<file path="src/rtl/kore_pkg.sv">
// Shared field positions, opcode constants and FSM state type for the op-issue slice.
package kore_pkg;

  localparam int OPC_LSB  = 0;
  localparam int OPC_W    = 7;
  localparam int RD_LSB   = 7;
  localparam int RD_W     = 5;
  localparam int BC_LSB   = 12;
  localparam int BC_W     = 3;
  localparam int RS1_LSB  = 15;
  localparam int RS1_W    = 5;
  localparam int RS0_LSB  = 20;
  localparam int RS0_W    = 5;
  localparam int FUNC_LSB = 25;

  localparam logic [2:0] OP_BC_WAIT = 3'b111;

  typedef enum logic {
    IDLE = 1'b0,
    BUSY = 1'b1
  } state_t;

endpackage

</file>
<file path="src/rtl/kore_sync_fifo.sv">
// Synchronous FIFO with registered storage; the head word is readable once it is stored.
module kore_sync_fifo #(
  parameter int WIDTH = 33,
  parameter int DEPTH = 4
) (
  input  logic                     clk,
  input  logic                     rst_n,
  input  logic                     push,
  input  logic [WIDTH-1:0]         wr_data,
  input  logic                     pop,
  output logic [WIDTH-1:0]         rd_data,
  output logic                     full,
  output logic                     empty,
  output logic [$clog2(DEPTH):0]   count
);

  localparam int AW = $clog2(DEPTH);

  logic [WIDTH-1:0] mem [DEPTH];
  logic [AW-1:0]    wr_ptr;
  logic [AW-1:0]    rd_ptr;
  logic [AW:0]      count_q;
  logic             do_push;
  logic             do_pop;

  assign full    = (count_q == (AW+1)'(DEPTH));
  assign empty   = (count_q == '0);
  assign count   = count_q;
  assign rd_data = mem[rd_ptr];
  assign do_push = push && !full;
  assign do_pop  = pop && !empty;

  always_ff @(posedge clk) begin
    if (do_push) mem[wr_ptr] <= wr_data;
  end

  // DEPTH is a power of two, so the pointers wrap naturally.
  always_ff @(posedge clk or negedge rst_n) begin
    if (!rst_n) begin
      wr_ptr  <= '0;
      rd_ptr  <= '0;
      count_q <= '0;
    end else begin
      if (do_push) wr_ptr <= wr_ptr + 1'b1;
      if (do_pop)  rd_ptr <= rd_ptr + 1'b1;
      unique case ({do_push, do_pop})
        2'b10:   count_q <= count_q + 1'b1;
        2'b01:   count_q <= count_q - 1'b1;
        default: count_q <= count_q;
      endcase
    end
  end

endmodule

</file>
<file path="src/rtl/kore_opissue.sv">
// Instruction-issue engine: queues words, decodes fields and strobes or holds a per-channel opflag.
module kore_opissue
  import kore_pkg::*;
#(
  parameter int IW      = 33,
  parameter int DEPTH   = 4,
  parameter int NCH     = 4,
  parameter int TIMEOUT = 255
) (
  input  logic                   clk,
  input  logic                   rst_n,
  input  logic                   in_valid,
  output logic                   in_ready,
  input  logic [IW-1:0]          pcdata_in,
  input  logic [NCH-1:0]         eop,
  input  logic                   err_clr,
  output logic [6:0]             opcode,
  output logic [4:0]             pcdata_rd,
  output logic [2:0]             pcdata_bc,
  output logic [4:0]             pcdata_rs1,
  output logic [4:0]             pcdata_rs0,
  output logic [IW-26:0]         pc_sel,
  output logic [NCH-1:0]         opflag,
  output logic                   busy,
  output logic [$clog2(DEPTH):0] count,
  output logic [1:0]             err
);

  localparam int CW = (NCH > 1) ? $clog2(NCH) : 1;
  localparam int TW = (TIMEOUT > 0) ? $clog2(TIMEOUT + 1) : 1;
  localparam logic [TW-1:0] TMAX = TW'((TIMEOUT > 0) ? TIMEOUT - 1 : 0);

  state_t          state_q, state_d;
  logic [IW-1:0]   ir_q, ir_d;
  logic [NCH-1:0]  opflag_q, opflag_d;
  logic [TW-1:0]   timer_q, timer_d;
  logic [1:0]      err_q, err_d;

  logic [IW-1:0]   head;
  logic            full;
  logic            empty;
  logic            push;
  logic            pop;
  logic [CW-1:0]   head_ch;
  logic            head_bad;
  logic            head_wait;
  logic [NCH-1:0]  head_onehot;
  logic            eop_hit;
  logic            timer_hit;

  assign in_ready = !full;
  assign push     = in_valid && !full;

  kore_sync_fifo #(
    .WIDTH (IW),
    .DEPTH (DEPTH)
  ) u_fifo (
    .clk     (clk),
    .rst_n   (rst_n),
    .push    (push),
    .wr_data (pcdata_in),
    .pop     (pop),
    .rd_data (head),
    .full    (full),
    .empty   (empty),
    .count   (count)
  );

  assign head_ch   = head[FUNC_LSB +: CW];
  assign head_bad  = ({1'b0, head_ch} >= (CW+1)'(NCH));
  assign head_wait = (head[BC_LSB +: BC_W] == OP_BC_WAIT);

  always_comb begin
    head_onehot = '0;
    for (int unsigned i = 0; i < NCH; i++) begin
      head_onehot[i] = (head_ch == CW'(i));
    end
  end

  // While BUSY opflag is one-hot on the latched channel, so it doubles as the eop mask.
  assign eop_hit   = |(eop & opflag_q);
  assign timer_hit = (TIMEOUT != 0) && (timer_q == TMAX);

  always_comb begin
    state_d  = state_q;
    ir_d     = ir_q;
    opflag_d = opflag_q;
    timer_d  = timer_q;
    err_d    = err_clr ? '0 : err_q;
    pop      = 1'b0;
    unique case (state_q)
      IDLE: begin
        opflag_d = '0;
        if (!empty) begin
          pop  = 1'b1;
          ir_d = head;
          if (head_bad) begin
            err_d[1] = 1'b1;
          end else if (head_wait) begin
            opflag_d = head_onehot;
            state_d  = BUSY;
            timer_d  = '0;
          end else begin
            opflag_d = head_onehot;
          end
        end
      end
      BUSY: begin
        timer_d = timer_q + 1'b1;
        if (eop_hit) begin
          opflag_d = '0;
          state_d  = IDLE;
        end else if (timer_hit) begin
          err_d[0] = 1'b1;
          opflag_d = '0;
          state_d  = IDLE;
        end
      end
      default: state_d = IDLE;
    endcase
  end

  always_ff @(posedge clk or negedge rst_n) begin
    if (!rst_n) begin
      state_q  <= IDLE;
      ir_q     <= '0;
      opflag_q <= '0;
      timer_q  <= '0;
      err_q    <= '0;
    end else begin
      state_q  <= state_d;
      ir_q     <= ir_d;
      opflag_q <= opflag_d;
      timer_q  <= timer_d;
      err_q    <= err_d;
    end
  end

  assign opcode     = ir_q[OPC_LSB +: OPC_W];
  assign pcdata_rd  = ir_q[RD_LSB +: RD_W];
  assign pcdata_bc  = ir_q[BC_LSB +: BC_W];
  assign pcdata_rs1 = ir_q[RS1_LSB +: RS1_W];
  assign pcdata_rs0 = ir_q[RS0_LSB +: RS0_W];
  assign pc_sel     = ir_q[IW-1:FUNC_LSB];
  assign opflag     = opflag_q;
  assign busy       = (state_q == BUSY);
  assign err        = err_q;

endmodule

</file>
<file path="config.mk">
export PLATFORM = sky130hd
export DESIGN_NAME = kore_opissue
export DESIGN_NICKNAME = d
export VERILOG_FILES = /design/src/rtl/kore_pkg.sv /design/src/rtl/kore_sync_fifo.sv /design/src/rtl/kore_opissue.sv
export SDC_FILE = /design/constraint.sdc
export NUM_CORES = 1
export LEC_CHECK = 0
export BUFFER_PORTS_ARGS = -buffer_cell sky130_fd_sc_hd__buf_2
export CAP_MARGIN = 20
export CORE_MARGIN = 2
export CORE_UTILIZATION = 60
export CTS_CLUSTER_DIAMETER = 200
export CTS_CLUSTER_SIZE = 10
export DETAILED_ROUTE_END_ITERATION = 8
export HOLD_SLACK_MARGIN = 0.12
export MAX_ROUTING_LAYER = met4
export PLACE_DENSITY = 0.84
export SETUP_SLACK_MARGIN = 0.1
export SYNTH_ARGS = -nofsm -noshare
export SYNTH_HDL_FRONTEND = slang
export SYNTH_HIERARCHICAL = 1
export SYNTH_SLANG_ARGS = --single-unit
</file>
<file path="constraint.sdc">
create_clock -name clk -period 5.6 [get_ports clk]
set_clock_uncertainty 0.15 [all_clocks]
set_input_delay 0.56 -clock clk [delete_from_list [all_inputs] [get_ports clk]]
set_output_delay 0.56 -clock clk [all_outputs]
set_load 0.05 [all_outputs]
</file>
=== After elaboration in Yosys (flattened, before gate mapping) ===
Memories as Yosys holds them, arrays and structs flattened.
Cells that the tools add are included.

* Bits of input ports: 41
* Word-level logic and storage cells: 60
* Memories kept: 1
* Flip-flop bits (word level): 54
* Output and inout port bits: 44
* Memory bits (writable): 132

{| class="wikitable"
|+ Memories
! memory !! depth !! bits a word !! rd ports !! clocked after Yosys merged registers in !! wr ports !! RTL line !! text
|-
| u_fifo.mem || 4 || 33 || 1 || 0 || 1 || kore_sync_fifo.sv:19 || <nowiki>logic [WIDTH-1:0] mem [DEPTH];</nowiki>
|}

* Equal/unequal tests: 11
* Mux-type cells: 21
* Bitwise operators: 3
* Reductions and logical operators: 11
* Add/subtract/negate cells: 5

{| class="wikitable"
|+ Operators by type and width
! operator !! count
|-
| two-way mux 8 bit || 2
|-
| one-hot mux 8 bit (2 select lines) || 1
|-
| two-way mux 1 bit || 12
|-
| two-way mux 4 bit || 3
|-
| adder 8 x 1 -> 8 bit, second input constant || 1
|-
| == test 8 bit, second input constant || 1
|-
| one-hot mux 4 bit (2 select lines) || 1
|-
| == test 2 bit, second input constant || 3
|-
| == test 3 bit, second input constant || 2
|-
| one-hot mux 3 bit (2 select lines) || 1
|-
| adder 2 x 1 -> 2 bit, second input constant || 2
|-
| bitwise AND 4 bit || 1
|-
| == test 2 x 1 -> 1 bit, second input constant || 2
|-
| inequality test 2 bit, second input constant || 2
|-
| AND reduction 2 bit || 2
|-
| OR reduction 4 bit || 1
|-
| adder 3 x 1 -> 3 bit, second input constant || 1
|-
| logical AND 1 bit || 3
|-
| logical NOT 3 bit || 1
|-
| inequality test 3 x 1 -> 1 bit, second input constant || 1
|-
| subtractor 3 x 1 -> 3 bit, second input constant || 1
|-
| logical NOT 1 bit || 2
|-
| logical NOT 2 bit || 1
|-
| inverter 1 bit || 2
|-
| 2 further kinds || 2
|}

=== Longest topological paths before layout ===
* Word-level depth: 6
* Mapped depth: 11
* Depth with buffers taken out: 10

=== By module ===
The synthesis kept the hierarchy.

{| class="wikitable"
|+ By module, submodules not included
! module !! sequential area each (um^2) !! cells an instance !! area an instance (um^2) !! times used
|-
| kore_sync_fifo || 4139.0 || 211 || 5237.5 || 1
|-
| kore_opissue || 1176.1 || 207 || 1974.4 || 1
|}

=== Worst setup path after synthesis ===
Ideal clock, no wire load.

* Path type: reg2reg
* Start: reg u_fifo.count_q[0] (netlist: u_fifo/count[0])
* End: reg u_fifo.count_q[2] (netlist: u_fifo/count[2])
* Slack: 2.816 ns
* Setup time: 0.082 ns
* Period minus slack after synthesis: 2.784 ns
* Stages on the path, launching flop included: 12
* Buffers on the path: 1
* Required time: 5.368 ns
* Arrival: 2.552 ns
* Cell sequence: dfrtp_1 -> nor3_1 -> or2_4 -> inv_2 -> buf_6 -> o31a_1 -> ha_1 -> inv_1 -> fa_1 -> xor2_1 -> nor2_1 -> xor2_1

* Longest elaborated chain between the ends: 6
* Elaborated cells on any way between the ends: 15
* Classes of those cells: add/sub (2); eq/ne (3); mux (3); reduce/logical (7)

{| class="wikitable"
|+ RTL lines
! what !! RTL line !! text
|-
| start: declaration || kore_sync_fifo.sv:22 || <nowiki>logic [AW:0] count_q;</nowiki>
|-
| start signal: assignment || kore_sync_fifo.sv:47 || <nowiki>2'b10: count_q <= count_q + 1'b1;</nowiki>
|-
| start signal: assignment || kore_sync_fifo.sv:48 || <nowiki>2'b01: count_q <= count_q - 1'b1;</nowiki>
|-
| start signal: assignment || kore_sync_fifo.sv:49 || <nowiki>default: count_q <= count_q;</nowiki>
|-
| logical NOT 3 bit (*) || kore_sync_fifo.sv:27 || <nowiki>assign empty = (count_q == '0);</nowiki>
|-
| named net empty || kore_opissue.sv:41 || <nowiki>logic empty;</nowiki>
|-
| two-way mux 1 bit (*) || kore_opissue.sv:94 || <nowiki>if (!empty) begin</nowiki>
|-
| two-way mux 1 bit (*) || kore_opissue.sv:91 || <nowiki>unique case (state_q)</nowiki>
|-
| named net pop || kore_opissue.sv:43 || <nowiki>logic pop;</nowiki>
|-
| logical AND 1 bit (*) || kore_sync_fifo.sv:31 || <nowiki>assign do_pop = pop && !empty;</nowiki>
|-
| named net u_fifo.do_pop || kore_sync_fifo.sv:24 || <nowiki>logic do_pop;</nowiki>
|-
| == test 2 x 1 -> 1 bit / == test 2 bit (equally long branches) || kore_sync_fifo.sv:46 || <nowiki>unique case ({do_push, do_pop})</nowiki>
|-
| one-hot mux 3 bit (2 select lines) / nonzero test 2 bit (equally long branches) || -- ||
|}

The timed path passes the listed nets; every way through them passes the cells marked *.
A chain may end at the register's enable or synchronous reset.

=== Worst setup path after layout ===
* Start: reg u_fifo.count_q[0] (netlist: u_fifo/count[0])
* End: reg u_fifo.count_q[2] (netlist: u_fifo/count[2])

* Longest elaborated chain between the ends: 6
* Elaborated cells on any way between the ends: 15
* Classes of those cells: add/sub (2); eq/ne (3); mux (3); reduce/logical (7)

{| class="wikitable"
|+ RTL lines
! what !! RTL line
|-
| logical NOT 3 bit (*) || kore_sync_fifo.sv:27
|-
| named net empty || kore_opissue.sv:41
|-
| two-way mux 1 bit || kore_opissue.sv:94
|-
| two-way mux 1 bit || kore_opissue.sv:91
|-
| logical AND 1 bit (*) || kore_sync_fifo.sv:31
|-
| named net u_fifo.do_pop || kore_sync_fifo.sv:24
|-
| == test 2 x 1 -> 1 bit / == test 2 bit (equally long branches) || kore_sync_fifo.sv:46
|-
| one-hot mux 3 bit (2 select lines) / nonzero test 2 bit (equally long branches) || --
|}

Marks and branches as above.

==> results.toml <==
[worst_setup_path]
crit_arrival_ns = 3.41
critical-path-top-cell-by-count = "sky130_fd_sc_hd__xor2_1"
count_of_buffering_cells_on_the_critical_path_with_inverters_included = 2
critical-path-slowest-cell = "sky130_fd_sc_hd__inv_2"
required_time_of_the_critical_path_ns = 5.79
timing.critical_path.to_type = "register"
timing.critical_path.slowest_cell_delay_ns = 0.58
critical_path.cell_chain = "nor3_1 > or2_4 > inv_2 > o31a_1 > ha_1 > inv_1 > fa_1 > xor2_1 > nor2_1 > xor2_1"
cp_top_family = "simple AND/OR/NAND/NOR gates"
critPathMaxFanout = 39
path_class = "register to register"
start_kind = "register"

[worst_hold_path]
hold_path.class = "input pin to async pin"

[clocking]
cts_resized = 0
path_clk_slew_ns = 0.07
clock_sinks = 186
max-clock-path-buffers = 2
post-cts-setup-buffer-count = 0
holdBufCountCts = 0
cts_buffer_count = 17
clk-insertion-delay-late_ns = 0.42
tritoncts = "yes"
h-tree-depth = 4
cts.root.buffer_cell = "sky130_fd_sc_hd__clkbuf_16"

[cells_and_area]
final_layout_size_suffix_gt1_share_pct = 30.3
layout.filler_cells = 724
final_cell_count_no_fill = 668
layout.cell_area.non_filler_um2 = 8290
layout-area-overhead-vs-synth_pct = 15.0
area_occupied_by_multi_input_gates_um2 = 1690
final_core_util_pct = 69.9
sequential_cell_area_um2 = 5320
final_nets = 555

[flow_run]
timing.max_cap.violations = 0

[synth]
synth_common_cells = "sky130_fd_sc_hd__edfxtp_1 (132), sky130_fd_sc_hd__nand2_1 (104), sky130_fd_sc_hd__dfrtp_1 (54)"
synth_top_area_cell = "sky130_fd_sc_hd__edfxtp_1"
post_synth_num_cell_types = 43
syn_area_per_cell_um2 = 17.3
synth_largest_type_area_fraction_pct = 55.0
synthFlopType = "sky130_fd_sc_hd__edfxtp_1"
yosysMostFrequentCell = "sky130_fd_sc_hd__edfxtp_1"
cells_after_synth = 418
synth_seq_cells = 186
netlist_area_um2 = 7210
synth.top_cells.by_area = "sky130_fd_sc_hd__edfxtp_1 (55%), sky130_fd_sc_hd__dfrtp_1 (19%), sky130_fd_sc_hd__mux4_2 (8.7%)"
yosys_warnings = 6
syn_nets = 467
synth_edf_count = 132
async_flop_share_pct = 29.0
synth.yosys.seq_area_share_pct = 73.7

[placed_design]
place.detailed.instances = 634
post_place_worst_slack_ns = 2.42
place_congestion = 0.734
placement.io_buffers = 83
post-dp-hpwl_um = 7760
detailed_place.area_um2 = 7660

[pwr]
clockPowerShare_pct = 24.0
comb_power_share_pct = 34.6
internal_power_mw = 3.22
netSwitchingFraction_pct = 38.4
power.switching_mw = 2.00
p_leak_nw = 3.27
power.total_mw = 5.22
pwr-share-seq_pct = 41.4
max-vdd-ir-drop_uv = 257
pwr_density_cell_nw_per_um2 = 630

[die]
placement_rows = 40
start_util_pct = 60.8
die-width_um = 114
coreArea_um2 = 11900
io-pin-count = 85
floorplan.die.height_um = 114
fp.dieArea_um2 = 12900

[global_routing]
overflow = 0
grt_max_degree = 55
grt_use_total_pct = 24.4
grt_antenna_before_repair = 2
number_of_global_route_vias_before_repair = 4083
wire_length_of_the_first_global_routing_pass_um = 22500

[timing]
timing.fmax_mhz = 311
setup_tns_ns = 0
final_max_slew_viol_count = 0
period_needed_ns = 3.22
final.period_utilization_pct = 57.4
setup_repair_after_global_routing_missed_its_margin = "false"
finalHoldViolCount = 0
worst_hold_slack_ns = 0.116
timing_worst_slew_pin_value_ns = 0.952
post-route-worst-setup-slack_ns = 2.38
maxSlewHeadroom_pct = 36.5
finalSetupViolCount = 0

[routing]
drt_pass1_iterations = 4
vias = 3898
detail-route-antenna-nets = 0
drt_via_density = 5.84
number_of_remaining_drc_errors = 0
routedWlPerCell_um = 21.0
totalWireLength_um = 14100
initialDrtViolationCount = 393

[status]
run_status = "finished, final reports clean"
## registers in the layout (all words and copies together) (netlist names)
register,cells
u_fifo/rd_ptr,2
opflag,4
ir_q,33
timer_q,8
u_fifo/mem,132
u_fifo/wr_ptr,2
busy,1
err,1
u_fifo/count,3
## layout make-up
cell class	instances	area share (%)
Clock inverter	14	2.37
Antenna cell	2	0.0604
Multi-Input combinational cell	205	20.4
Sequential cell	186	64.1
Clock buffer	18	5.18
Timing Repair Buffer	85	5.19
Tap cell	147	2.22
Inverter	11	0.498
## power groups by stage
stage | Clock (mW) | Sequential (mW) | Combinational [mW]
after floorplan | 0 | 2.54 | 1.05
after global placement | 0 | 2.15 | 1.73
after detailed placement | 0 | 2.18 | 1.79
after CTS | 1.27 | 2.17 | 1.83
after global routing | 1.32 | 2.21 | 1.96
final | 1.25 | 2.16 | 1.81
## worst register-to-register path, cell delays in order (launching register included)
cell and delay (ns):
sky130_fd_sc_hd__dfrtp_1 0.47, sky130_fd_sc_hd__nor3_1 0.14, sky130_fd_sc_hd__or2_4 0.41, sky130_fd_sc_hd__inv_2 0.59, sky130_fd_sc_hd__o31a_1 0.31, sky130_fd_sc_hd__ha_1 0.21
sky130_fd_sc_hd__inv_1 0.06, sky130_fd_sc_hd__fa_1 0.37, sky130_fd_sc_hd__xor2_1 0.16, sky130_fd_sc_hd__nor2_1 0.12, sky130_fd_sc_hd__xor2_1 0.15
## cell families (layout without fill, tap and decap cells)
group / after synthesis / count (layout) / share of synthesized area, %
flip-flops: 186 / 186 / 73.7
XOR/XNOR: 6 / 6 / 0.729
AO/OA/AOI/OAI: 27 / 27 / 2.72
other: 1 / 3 / 0.0520
multiplexers: 35 / 35 / 10.9
adder cells (fa/ha/maj): 8 / 8 / 1.49
buffers and inverters: 27 / 128 / 2.95
AND/OR/NAND/NOR: 128 / 128 / 7.48
## final timing paths
path                                 start                to  slack, ns  cells after the start
max                        u_fifo/count[0]   u_fifo/count[2]       2.38                     10
min                                  rst_n           ir_q[1]       0.12                      2
max reg2reg                u_fifo/count[0]   u_fifo/count[2]       2.38                     10
min reg2reg                        ir_q[0]           ir_q[0]       0.32                      2
max in group asynchronous            rst_n  u_fifo/rd_ptr[0]       4.66                      2
min in group clk                   err_clr            err[0]       0.18                      2
## cells in the final DEF (no fill, tap or decap), drive strengths merged, types with 3 or more instances in the layout
cell type / synthesis / final
dfrtp: 54 / 54
mux4: 33 / 33
clkbuf: 0 / 18
clkinv: 0 / 6
inv: 11 / 13
buf: 16 / 85
o211ai: 3 / 3
nand2: 104 / 104
xnor2: 3 / 3
o21ai: 9 / 9
and2: 4 / 4
ha: 7 / 7
bufinv: 0 / 4
xor2: 3 / 3
nand3: 6 / 6
edfxtp: 132 / 132
## per-layer routing
layer	global-route usage (%)	part of all wire, %
met2	38.8	52
met4	10.7	2.0
met1	31.4	40
met3	4.84	5.9
met5	-	0
(Power assumes the default switching activity.)
